===== src/rtl/seg7_scan_ctrl_if.sv =====
`default_nettype none
// +------------------------------------------------------------------+
// | seg7_scan_ctrl_if                                                |
// | Value-load / decoder / display-pin bundle for seg7_scan_ctrl.    |
// | Rev 1.0  initial release                                         |
// +------------------------------------------------------------------+
interface seg7_scan_ctrl_if;
   logic       en;
   logic       load;
   logic [3:0] value_in;
   logic [3:0] dec_val;
   logic [6:0] seg_units;
   logic [6:0] seg_tens;
   logic [6:0] seg;
   logic [1:0] an;
   logic       frame_ack;

   // Producer side: value source plus the external decoder's patterns.
   modport master (
      output en, load, value_in, seg_units, seg_tens,
      input  dec_val, seg, an, frame_ack
   );

   modport slave (
      input  en, load, value_in, seg_units, seg_tens,
      output dec_val, seg, an, frame_ack
   );
endinterface
`default_nettype wire


===== src/rtl/seg7_scan_ctrl.sv =====
`default_nettype none
// +------------------------------------------------------------------+
// | seg7_scan_ctrl                                                   |
// | Two-digit 7-seg scanner with gap time and frame-aligned commits. |
// | Rev 1.0  initial release                                         |
// +------------------------------------------------------------------+
module seg7_scan_ctrl #(
   parameter int SLOT_CYCLES    = 50000,
   parameter int GAP_CYCLES     = 500,
   parameter bit SEG_ACTIVE_LOW = 1'b1,
   parameter bit BLANK_LZ       = 1'b1
) (
   input  wire logic        clk,
   input  wire logic        rst_n,
   seg7_scan_ctrl_if.slave  bus
);

   typedef enum logic [1:0] {
      SHOW_U = 2'd0,
      GAP_U  = 2'd1,
      SHOW_T = 2'd2,
      GAP_T  = 2'd3
   } state_t;

   localparam int c_CNT_MAX = (SLOT_CYCLES > GAP_CYCLES) ? SLOT_CYCLES : GAP_CYCLES;
   localparam int c_CNT_W   = $clog2(c_CNT_MAX);
   localparam logic [c_CNT_W-1:0] c_SLOT_LAST = c_CNT_W'(SLOT_CYCLES - 1);
   localparam logic [c_CNT_W-1:0] c_GAP_LAST  = c_CNT_W'(GAP_CYCLES - 1);
   localparam logic [6:0]         c_BLANK     = SEG_ACTIVE_LOW ? 7'h7F : 7'h00;

   state_t             r_state;
   state_t             w_nextState;
   logic [c_CNT_W-1:0] r_cnt;
   logic [c_CNT_W-1:0] w_nextCnt;
   logic               w_lastCycle;
   logic               w_frameEnd;
   logic               w_commit;
   logic [3:0]         r_shadow;
   logic               r_pending;
   logic [3:0]         r_decVal;
   logic               r_frameAck;
   logic               w_tensBlank;
   logic [6:0]         w_seg;
   logic [1:0]         w_an;

   always_ff @(posedge clk or negedge rst_n) begin
      if (!rst_n) begin
         r_state <= SHOW_U;
         r_cnt   <= '0;
      end else begin
         r_state <= w_nextState;
         r_cnt   <= w_nextCnt;
      end
   end

   always_comb begin
      w_nextState = r_state;
      w_nextCnt   = r_cnt + 1'b1;
      w_lastCycle = (r_state == SHOW_U || r_state == SHOW_T) ? (r_cnt == c_SLOT_LAST)
                                                             : (r_cnt == c_GAP_LAST);
      if (!bus.en) begin
         // Disabled display parks at the start of a frame so re-enable is deterministic.
         w_nextState = SHOW_U;
         w_nextCnt   = '0;
      end else if (w_lastCycle) begin
         w_nextCnt = '0;
         case (r_state)
            SHOW_U:  w_nextState = GAP_U;
            GAP_U:   w_nextState = SHOW_T;
            SHOW_T:  w_nextState = GAP_T;
            GAP_T:   w_nextState = SHOW_U;
            default: w_nextState = SHOW_U;
         endcase
      end
   end

   assign w_frameEnd = bus.en && (r_state == GAP_T) && w_lastCycle;
   assign w_commit   = r_pending && (!bus.en || w_frameEnd);

   // A load on the commit edge lands in shadow while the old shadow commits,
   // so pending stays set and the new value waits for the next boundary.
   always_ff @(posedge clk or negedge rst_n) begin
      if (!rst_n) begin
         r_shadow   <= '0;
         r_pending  <= 1'b0;
         r_decVal   <= '0;
         r_frameAck <= 1'b0;
      end else begin
         r_frameAck <= w_commit;
         if (w_commit) begin
            r_decVal <= r_shadow;
         end
         if (bus.load) begin
            r_shadow  <= bus.value_in;
            r_pending <= 1'b1;
         end else if (w_commit) begin
            r_pending <= 1'b0;
         end
      end
   end

   assign w_tensBlank = BLANK_LZ && (r_decVal < 4'd10);

   always_comb begin
      w_an  = 2'b11;
      w_seg = c_BLANK;
      if (bus.en) begin
         case (r_state)
            SHOW_U: begin
               w_an  = 2'b10;
               w_seg = bus.seg_units;
            end
            SHOW_T: begin
               if (!w_tensBlank) begin
                  w_an  = 2'b01;
                  w_seg = bus.seg_tens;
               end
            end
            default: begin
               w_an  = 2'b11;
               w_seg = c_BLANK;
            end
         endcase
      end
   end

   assign bus.an        = w_an;
   assign bus.seg       = w_seg;
   assign bus.dec_val   = r_decVal;
   assign bus.frame_ack = r_frameAck;

endmodule
`default_nettype wire


===== src/flat_wrapper.sv =====
// flat-port wrapper written by rule: the top's interface ports become plain ports
module seg7_scan_ctrl_flat 
#(
   parameter int SLOT_CYCLES    = 50000,
   parameter int GAP_CYCLES     = 500,
   parameter bit SEG_ACTIVE_LOW = 1'b1,
   parameter bit BLANK_LZ       = 1'b1
)
  (clk, rst_n, bus_en, bus_load, bus_value_in, bus_seg_units, bus_seg_tens, bus_dec_val, bus_seg, bus_an, bus_frame_ack);
  seg7_scan_ctrl_if bus_i ();
  input  wire logic clk;
  input  wire logic rst_n;
  input wire logic [$bits(bus_i.en)-1:0] bus_en;
  input wire logic [$bits(bus_i.load)-1:0] bus_load;
  input wire logic [$bits(bus_i.value_in)-1:0] bus_value_in;
  input wire logic [$bits(bus_i.seg_units)-1:0] bus_seg_units;
  input wire logic [$bits(bus_i.seg_tens)-1:0] bus_seg_tens;
  output wire logic [$bits(bus_i.dec_val)-1:0] bus_dec_val;
  output wire logic [$bits(bus_i.seg)-1:0] bus_seg;
  output wire logic [$bits(bus_i.an)-1:0] bus_an;
  output wire logic [$bits(bus_i.frame_ack)-1:0] bus_frame_ack;
  assign bus_i.en = bus_en;
  assign bus_i.load = bus_load;
  assign bus_i.value_in = bus_value_in;
  assign bus_i.seg_units = bus_seg_units;
  assign bus_i.seg_tens = bus_seg_tens;
  assign bus_dec_val = bus_i.dec_val;
  assign bus_seg = bus_i.seg;
  assign bus_an = bus_i.an;
  assign bus_frame_ack = bus_i.frame_ack;
  seg7_scan_ctrl #(.SLOT_CYCLES(SLOT_CYCLES), .GAP_CYCLES(GAP_CYCLES), .SEG_ACTIVE_LOW(SEG_ACTIVE_LOW), .BLANK_LZ(BLANK_LZ)) u_core (.clk(clk), .rst_n(rst_n), .bus(bus_i));
endmodule

===== config.mk =====
export PLATFORM = sky130hd
export DESIGN_NAME = seg7_scan_ctrl_flat
export DESIGN_NICKNAME = d
export VERILOG_FILES = /design/src/rtl/seg7_scan_ctrl_if.sv /design/src/rtl/seg7_scan_ctrl.sv /design/src/flat_wrapper.sv
export SDC_FILE = /design/constraint.sdc
export NUM_CORES = 1
export LEC_CHECK = 0
export CORE_MARGIN = 4
export CORE_UTILIZATION = 35
export DETAILED_ROUTE_END_ITERATION = 12
export HOLD_SLACK_MARGIN = 0.1
export PLACE_DENSITY = 0.71
export SYNTH_ARGS = -nofsm -noshare
export SYNTH_HDL_FRONTEND = slang
export SYNTH_SLANG_ARGS = --single-unit

===== constraint.sdc =====
create_clock -name clk -period 3.4 [get_ports clk]
set_clock_uncertainty 0.1 [all_clocks]
set_input_delay 0.34 -clock clk [delete_from_list [all_inputs] [get_ports clk]]
set_output_delay 0.34 -clock clk [all_outputs]
set_load 0.01 [all_outputs]

# ---- Word level (Yosys, flattened, before mapping)
# Index checks and enable logic that the tools add are counted.
dict set report word_totals {
  input_bits 22
  ff_bits 28
  elab_cells 36
}
dict set report classes {
  n_addsub 1
  n_mux 14
  eq_ne 6
  reduce_logical 8
  magnitude_cmp 1
}
# cell count
set op_table {}
lappend op_table {{2-to-1 mux 16 bit} 2}
lappend op_table {{adder 16 x 1 -> 16 bit (second input constant)} 1}
lappend op_table {{== test 16 bit (second input constant)} 1}
lappend op_table {{== test 16 x 9 -> 1 bit (second input constant)} 1}
lappend op_table {{2-to-1 mux 7 bit} 2}
lappend op_table {{one-hot mux 7 bit (2 select lines)} 1}
lappend op_table {{2-to-1 mux 2 bit} 4}
lappend op_table {{one-hot mux 2 bit (4 select lines)} 1}
lappend op_table {{== test 2 bit (second input constant)} 2}
lappend op_table {{< comparator 4 bit (second input constant)} 1}
lappend op_table {{one-hot mux 2 bit (2 select lines)} 1}
lappend op_table {{logical AND 1 bit} 3}
lappend op_table {{2-to-1 mux 1 bit} 3}
lappend op_table {{== test 2 x 1 -> 1 bit (second input constant)} 1}
lappend op_table {{logical NOT 2 bit} 1}
lappend op_table {{logical OR 1 bit} 2}
lappend op_table {{!= test 2 x 1 -> 1 bit (second input constant)} 1}
lappend op_table {{nonzero test 2 bit} 1}
lappend op_table {{logical NOT 1 bit} 1}

# ---- Longest topological paths before layout
# Gate-level depths: netlist of the first run.
dict set report depth {
  ltp_word 8
  depth_mapped 6
}

# ---- Worst setup path after synthesis of the first run
# Ideal clock, no wire load.
dict set report synth_path {
  path_type {register to register}
  start {register u_core.r_cnt[0]}
  end {register u_core.r_decVal[0], in the netlist u_core.bus.dec_val[0]}
  arrival_ns 1.709
  slack_ns 1.467
  path_stages_with_launch 6
  setup_time_ns 0.125
  n_path_buf 0
  path_cell_list {dfrtp_1 > ha_1 > and4b_1 > o211ai_2 > o41ai_4 > mux2_2}
}
dict set report synth_between {
  elab_chain_cells 5
  elab_cells_between_ends 6
  cone_classes {eq/ne: 2; mux: 1; reduce/logical: 3}
}
# item line
set synth_rtl {}
lappend synth_rtl {{from (decl)} seg7_scan_ctrl.sv:33} ;# logic [c_CNT_W-1:0] r_cnt;
lappend synth_rtl {{from (signal assigned)} seg7_scan_ctrl.sv:52} ;# r_cnt <= w_nextCnt;
lappend synth_rtl {{== test 16 x 9 -> 1 bit / == test 16 bit (equally long branches)} {seg7_scan_ctrl.sv:60, seg7_scan_ctrl.sv:59}}
lappend synth_rtl {{2-to-1 mux 1 bit (*)} seg7_scan_ctrl.sv:59} ;# w_lastCycle = (r_state == SHOW_U || r_state == SHOW_T) ? (r_cnt == c_SLOT_LAST)
lappend synth_rtl {{logical AND 1 bit (*)} seg7_scan_ctrl.sv:77} ;# assign w_frameEnd = bus.en && (r_state == GAP_T) && w_lastCycle;
lappend synth_rtl {{logical OR 1 bit (*)} seg7_scan_ctrl.sv:78} ;# assign w_commit = r_pending && (!bus.en || w_frameEnd);
lappend synth_rtl {{logical AND 1 bit (*)} seg7_scan_ctrl.sv:78}
lappend synth_rtl {{named net u_core.w_commit} seg7_scan_ctrl.sv:37} ;# logic w_commit;
lappend synth_rtl {{to (signal assigned)} seg7_scan_ctrl.sv:91} ;# r_decVal <= r_shadow;
lappend synth_rtl {{to (decl)} seg7_scan_ctrl.sv:40} ;# logic [3:0] r_decVal;
# The timed path passes the listed nets; every way through them passes the cells marked *.
# A chain may end at the register's enable or synchronous reset.

# ---- Worst setup path after layout of the first run
dict set report layout_path {
  start {register u_core.r_state[0]}
  end {output port bus_seg[1]}
}
dict set report layout_between {
  elab_chain_cells 3
  elab_cells_between_ends 4
  cone_classes {eq/ne: 1; mux: 2; reduce/logical: 1}
}
# item line
set layout_rtl {}
lappend layout_rtl {{from (decl)} seg7_scan_ctrl.sv:31} ;# state_t r_state;
lappend layout_rtl {{from (signal assigned)} seg7_scan_ctrl.sv:51} ;# r_state <= w_nextState;
lappend layout_rtl {{== test 2 bit / logical NOT 2 bit (equally long branches)} seg7_scan_ctrl.sv:108} ;# case (r_state)
lappend layout_rtl {{one-hot mux 7 bit (2 select lines) (*)} seg7_scan_ctrl.sv:108}
lappend layout_rtl {{2-to-1 mux 7 bit (*)} seg7_scan_ctrl.sv:107} ;# if (bus.en) begin
lappend layout_rtl {{to (decl)} flat_wrapper.sv:19} ;# output wire logic [$bits(bus_i.seg)-1:0] bus_seg;
# Every way passes the cells marked *; elsewhere a longest branch is shown, timed or not.

==> results of run 1 <==
cells in the final DEF, fill, tap and decap left out, drive strengths merged, types with 2 or more instances in the layout:
cell,instances
a21oi,2
buf,2
clkbuf,3
clkdlybuf4s50,35
dfrtp,28
ha,4
inv,7
mux2,8
mux2i,3
nand2,18
nand3,12
nand4,3
nor2,20
nor3,7
nor4,3
o21ai,9
xnor2,13
routing by layer:
layer / up-vias / part of all wire / wire, um
met5: - / 0 / 0
met4: 0 / 0.016 / 53
met3: 5 / 0.021 / 71
met2: 22 / 0.50 / 1657
met1: 589 / 0.46 / 1537
li1: 607 / - / -
worst paths after layout:
| kind | start | end | slack, ps |
|---|---|---|---|
| max | u_core.r_state[0] | bus_seg[1] | 790 |
| min | rst_n | u_core.r_state[0] | 320 |
| max reg2reg | u_core.r_cnt[0] | u_core.bus.dec_val[3] | 1240 |
| min reg2reg | u_core.r_cnt[0] | u_core.r_cnt[0] | 400 |
| max in group asynchronous | rst_n | u_core.bus.frame_ack | 2620 |
| min in group clk | u_core.r_cnt[0] | u_core.r_cnt[0] | 400 |
cell families (layout without fill, tap and decap cells):
family,Yosys count,in the layout,synth area share
adder cells (fa/ha/maj),4,4,0.03336
XOR/XNOR,14,14,0.08174
buffers and inverters,11,48,0.02919
AO/OA/AOI/OAI,17,17,0.08674
flip-flops,28,28,0.4671
multiplexers,11,11,0.08007
AND/OR/NAND/NOR,70,70,0.2219
registers in the layout, summed over array words and instances (netlist names):
register              cells
u_core.r_cnt             16
u_core.r_pending          1
u_core.bus.frame_ack      1
u_core.r_shadow           4
u_core.bus.dec_val        4
u_core.r_state            2
area by class of cell:
cell class	instances	area [um2]
inverter	7	26.28
clock buffer	3	41.29
clock inverter	1	30.03
sequential	28	700.7
timing repair buffer	37	365.4
fill	409	2105
tap	50	62.56
multi-input combinational	116	755.7
worst reg2reg max path, stage by stage, from the launching register on:
cell and delay (ps):
dfrtp_1 410, ha_1 250, and4b_1 230, o211ai_2 150
o41ai_4 530, mux2_2 390
cells in the mapped netlist:
| cell | count |
|---|---|
| o21ai_1 | 1 |
| inv_1 | 7 |
| mux2i_1 | 3 |
| and3_1 | 1 |
| clkbuf_2 | 1 |
| clkbuf_1 | 2 |
| nor3b_1 | 1 |
| o21a_1 | 1 |
| and4_1 | 1 |
| a21oi_1 | 2 |
| xnor2_1 | 13 |
| a31oi_1 | 1 |
| nor4_1 | 3 |
| nor3_1 | 7 |
| mux2_2 | 8 |
| dfrtp_1 | 28 |
| o21ai_0 | 8 |
| nor2_1 | 20 |
| o41ai_4 | 1 |
| or3_1 | 1 |
| ha_1 | 4 |
| nand2b_1 | 1 |
| xor2_1 | 1 |
| nand4_1 | 3 |
| and4b_1 | 1 |
| o211ai_2 | 1 |
| o31ai_2 | 1 |
| buf_2 | 1 |
| nand2_1 | 18 |
| and4bb_2 | 1 |
| nand3_1 | 12 |
| a31o_2 | 1 |
power by group through the flow:
stage               Combinational (mW)  Clock [mW]  Sequential [mW]
floorplan                       0.0393           0            0.373
global placement                 0.113           0            0.370
detailed placement               0.115           0            0.370
CTS                              0.116       0.270            0.364
global route                     0.125       0.283            0.367
finish                           0.114       0.262            0.364
==> key figures, run 1 <==
Pwr
  • Net Switching: 0.1634 mW
  • Pint: 0.5767 mW
  • P per Cell Area: 373.4 nW/um2
  • Combinational share of power: 0.154
  • Final Power: about 0.74 mW
  • P_leak: about 0.81 nW
  • Switch share: 0.2207
  • VDD IR max: about 0.00023 V
  • Seq pwr share: 0.492
  • Clock power share: 0.354

Logic synthesis
  • Register area share after synthesis: 0.4671
  • Cell taking the most area after synthesis: dfrtp_1
  • Yosys warns: 0
  • Most area-consuming cells after synthesis: dfrtp_1 47%, xnor2_1 7.6%, mux2_2 6.0%
  • Flops & latches, synth: 28
  • Top-area cell type share of the netlist area: 0.4671
  • Mapped Cells: approximately 160
  • Post-Syn Nets: 181
  • Cell variety after synth: 32
  • Synth Cell Area: approximately 1500 um2
  • Synthesized area per cell: around 9.7 um2

GRT
  • Vias in the first global route: between 1000 and 1500
  • Grt met2 use: 0.2244
  • Met3 Use GR: 0.004104
  • Antenna violations before repair: 0
  • Gr usage total: 0.1328
  • GR peak layer: met2
  • GRT overflow: 0
  • First-pass GRT wire length: between 5000 and 6000 um
  • Largest net degree at the start of global routing: 29
  • Met1 Resource Use GR: 0.1808

Routing
  • Via Count: 1223
  • Drc violations: 0
  • Routed vias/inst: 5.054
  • WL final: 3319 um
  • Number of iterations in the first detailed-routing pass: 4
  • Drt wl/cell: around 14 um
  • DRT iter0 DRCs: 54
  • Routed Antenna Nets: 0

Clock tree
  • Worst-skew pair later-pin latency: 280 ps
  • Post-CTS Setup Bufs: 0
  • CTS buffer count: 3
  • Clock slew at reported path FFs: roughly 100 ps
  • Post-CTS sizing: 0
  • Root buffer cell: clkbuf_8
  • # hold bufs at CTS: 0
  • Max clock buf depth: 2
  • CTS tree: built
  • H-tree levels: 1
  • Clock Sinks: 28

Timing
  • Slew margin rel.: 0.5044
  • Min Tclk post-route: ~2600 ps
  • Worst-margin pin slew: 735.6 ps
  • Total negative slack: 0 ps
  • Fmax: 383.5 MHz
  • Setup violations, final: 0
  • Slew Limit Fails: 0
  • Min Hold Slack: between 300 and 400 ps
  • Crit path setup slack, layout: 792.7 ps
  • Crit share post-route: 0.7669
  • RSZ-0062 raised after global routing: false
  • Final hold vios: 0

Floorplan
  • Rows: 23
  • Die Wd: about 73 um
  • Die area: about 5400 um2
  • Floorplan core area: about 4100 um2
  • I/O Pins: 36
  • Die boundary height: 73.47 um
  • Effective utilization at floorplan: 0.3671

Setup path
  • Max stage delay cell, worst path: clkdlybuf4s50_1
  • Setup CP Type: flip-flop to output port
  • Critical Path Start Type: flip-flop
  • Worst-path maximum fanout: 10
  • Delay-heaviest family, CP: buffers and inverters
  • Max incr delay on CP: 510 ps
  • R2R depth: 5
  • Arrival @ worst endpoint: 2170 ps
  • Buf+Inv Stages, Crit Path: 2
  • Critical path depth: 5
  • Critical Path RT: ~3000 ps
  • CP endpoint kind: output port
  • CP cell instances: inv_1 > ha_1 > o21a_1 > nand3_1 > clkdlybuf4s50_1

Flow run
  • Max cap viols: 0

Place
  • DP Worst Slack: between 1000 and 1500 ps
  • Placed cells: about 240
  • Post-DP Area: 1911 um2
  • Final RePlAce weighted congestion: 0.7828
  • PortBufs: 35
  • Detail Placement HPWL: between 2000 and 2500 um

Status
  • Status: finished, final reports clean

Finish
  • Final net count: between 200 and 250
  • Finished Core Util: 0.4850
  • Area growth from synthesis to layout: 32.11%
  • Diode count: 0
  • Layout cells sized above 1: 0.09896
  • Finished Layout Cells: 242
  • Fin area: 1982 um2

Worst hold path
  • Hold crit path type: primary input to asynchronous set/reset pin
(Power assumes the default switching activity.)
==> inputs of run 2 (changes only) <==
- PLACE_DENSITY: 0.71 -> 0.73
- clock period: 3.4 -> 2.1 ns (I/O delays scaled with it)
==> run 2 against run 1 <==
Effect of this change: clock-buffer cell count grew 1; critical path type is now flip-flop to flip-flop; largest cell class unchanged; register-to-register slack lost 1100 ps; cell count grew 3.3%; combinational power grew 62%; first-iteration DRC count shrank 22%.
==> key figures, run 2 (synthesis gave the netlist of run 1 again) <==
Pwr
  • Net Switching: 0.2561 mW (was 0.1634 mW)
  • P_leak: 0.8419 nW (was 0.8099 nW)
  • Combinational share of power: 0.168 (was 0.154)
  • Pint: 0.8486 mW (was 0.5767 mW)
  • P per Cell Area: 541.0 nW/um2 (was 373.4 nW/um2)
  • VDD IR max: 0.0003013 V (was 0.0002256 V)
  • Switch share: 0.2318 (was 0.2207)
  • Final Power: 1.105 mW (was 0.7401 mW)
  • Clock power share: 0.299 (was 0.354)
  • Seq pwr share: 0.534 (was 0.492)

Clock tree
  • Max clock buf depth: 2 (unchanged)
  • CTS buffer count: 3 (unchanged)
  • H-tree levels: 1 (unchanged)
  • CTS tree: built (unchanged)
  • Root buffer cell: clkbuf_8 (unchanged)
  • Clock slew at reported path FFs: 90 ps (was 100 ps)
  • Worst-skew pair later-pin latency: 270 ps (was 280 ps)
  • Clock Sinks: 28 (unchanged)

Setup path
  • CP endpoint kind: flip-flop (was output port)
  • Critical Path Start Type: flip-flop (unchanged)
  • Max stage delay cell, worst path: o41ai_4 (was clkdlybuf4s50_1)
  • Max incr delay on CP: 520 ps (was 510 ps)
  • Arrival @ worst endpoint: 2030 ps (was 2170 ps)
  • Worst-path maximum fanout: 7 (was 10)
  • CP cell instances: nor3_1 > o21ai_1 > o41ai_4 > mux2_2 (was inv_1 > ha_1 > o21a_1 > nand3_1 > clkdlybuf4s50_1)
  • Critical Path RT: 2160 ps (was 2960 ps)
  • Setup CP Type: flip-flop to flip-flop (was flip-flop to output port)

GRT
  • Vias in the first global route: 1111 (was 1182)
  • Gr usage total: 0.1200 (was 0.1328)
  • First-pass GRT wire length: 5147 um (was 5671 um)
  • Antenna violations before repair: 0 (unchanged)
  • Largest net degree at the start of global routing: 29 (unchanged)
  • GRT overflow: 0 (unchanged)

Routing
  • Via Count: 1239 (was 1223)
  • DRT iter0 DRCs: 42 (was 54)
  • Routed vias/inst: 4.956 (was 5.054)
  • Drc violations: 0 (unchanged)
  • WL final: 3103 um (was 3319 um)
  • Drt wl/cell: 12.41 um (was 13.71 um)
  • Number of iterations in the first detailed-routing pass: 4 (unchanged)
  • Routed Antenna Nets: 0 (unchanged)

Finish
  • Most common cell after layout, fill and taps aside: dfrtp_1 (was clkdlybuf4s50_1)
  • Leading cell types in the layout, fill and taps excluded: 28 x dfrtp_1, 27 x clkdlybuf4s50_1, 20 x nor2_1 (was 35 x clkdlybuf4s50_1, 28 x dfrtp_1, 20 x nor2_1)
  • Layout cells sized above 1: 0.1550 (was 0.09896)
  • Largest Register: u_core.r_cnt (unchanged)
  • Finished Core Util: 0.4997 (was 0.4850)
  • Max FFs per register: 16 (unchanged)
  • Area growth from synthesis to layout: 36.11% (was 32.11%)
  • Fin area: 2042 um2 (was 1982 um2)
  • Diode count: 0 (unchanged)
  • Final net count: 227 (was 219)
  • Filler instances: 375 (was 409)

Timing
  • Min Tclk post-route: 1968 ps
  • Crit share post-route: 0.9370
  • Setup violations, final: 0 (unchanged)
  • Worst-margin pin slew: 435.9 ps (was 735.6 ps)
  • Slew Limit Fails: 0 (unchanged)
  • Total negative slack: 0 ps (unchanged)
  • Slew margin rel.: 0.7011 (was 0.5044)
  • RSZ-0062 raised after global routing: false (unchanged)
  • Fmax: between 500 and 600 MHz
  • Final hold vios: 0 (unchanged)

Status
  • Status: finished, final reports clean (unchanged)

Floorplan
  • Effective utilization at floorplan: 0.3671 (unchanged)
  • Die boundary height: 73.47 um (unchanged)
  • I/O Pins: 36 (unchanged)
  • Floorplan core area: 4086 um2 (unchanged)
  • Die area: 5398 um2 (unchanged)
  • Rows: 23 (unchanged)
  • Die Wd: 73.47 um (unchanged)

Worst hold path
  • Hold crit path type: primary input to asynchronous set/reset pin (unchanged)

Place
  • Post-DP Area: 1963 um2 (was 1911 um2)
  • Final RePlAce weighted congestion: 0.7709 (was 0.7828)
  • Detail Placement HPWL: 2323 um (was 2496 um)
  • PortBufs: 35 (unchanged)

Flow run
  • Max cap viols: 0 (unchanged)
[run 2: changes by cell type in the layout (fill, tap and decap cells not counted)]
cell	before	now
o21a_2	0	1
inv_1	7	6
bufinv_16	1	0
ha_4	0	2
ha_1	4	2
inv_2	0	1
dlygate4sd2_1	0	8
o21a_1	1	0
clkdlybuf4s50_1	35	27
buf_4	2	10
clkbuf_8	3	4
[run 2: final timing paths]
| check | depth (start not counted) | slack [ps] | from | end |
|---|---|---|---|---|
| worst min-delay path | 2 | 190 | rst_n | u_core.r_cnt[13] |
| min in group clk | 1 | 390 | u_core.r_cnt[0] | u_core.r_cnt[0] |
| worst max-delay path | 4 | 130 | u_core.r_cnt[14] | u_core.bus.dec_val[0] |
| worst min register to register | 1 | 390 | u_core.r_cnt[0] | u_core.r_cnt[0] |
| max in group asynchronous | 2 | 1440 | rst_n | u_core.bus.frame_ack |
| worst max register to register | 4 | 130 | u_core.r_cnt[14] | u_core.bus.dec_val[0] |
[run 2: critical path, delay by kind of cell (launching register included)]
kind | cells | cell delay [ps]
AO/OA/AOI/OAI | 2 | 700
flip-flops | 1 | 460
multiplexers | 1 | 380
AND/OR/NAND/NOR | 1 | 210
[run 2: layer usage]
metal / track usage / part of all wire
met1: 0.1538 / 0.45
met3: 0.01915 / 0.058
met5: 0 / 0
met2: 0.1978 / 0.47
met4: 0.05433 / 0.018
[run 2: through the flow]
step / cells / setup slack [ps] / hold slack (ps)
5_1_grt: 250 / 27.07 / 247.2
2_1_floorplan: 155 / 166.7 / -185.6
3_3_place_gp: 245 / 79.88 / 365.9
4_1_cts: 250 / 40.53 / 211.4
6_report: 250 / 132.4 / 194.3
3_5_place_dp: 245 / 51.58 / 378.6
[run 2: cell type report]
cell class | count | area, um2 | share of cell area
Inverter | 7 | 26.28 | 0.01287
Tap cell | 50 | 62.56 | 0.03064
Multi-Input combinational cell | 116 | 782.0 | 0.3830
Clock buffer | 4 | 55.05 | 0.02696
Timing Repair Buffer | 45 | 415.4 | 0.2034
Sequential cell | 28 | 700.7 | 0.3431
[run 2: timing repair]
item	4_1_cts	5_1_grt
endpoints found under the setup margin	8	4
hold buffers	0	0
gates resized for setup	14	0
setup buffers	1	0
pin swaps	0	1
[run 2: power groups by stage]
stage | sequential, mW | clock [mW] | combinational, mW
5_1_grt | 0.596 | 0.351 | 0.203
6_report | 0.590 | 0.330 | 0.185
2_1_floorplan | 0.604 | 0 | 0.0636
4_1_cts | 0.590 | 0.332 | 0.189
3_5_place_dp | 0.600 | 0 | 0.194
3_3_place_gp | 0.599 | 0 | 0.191
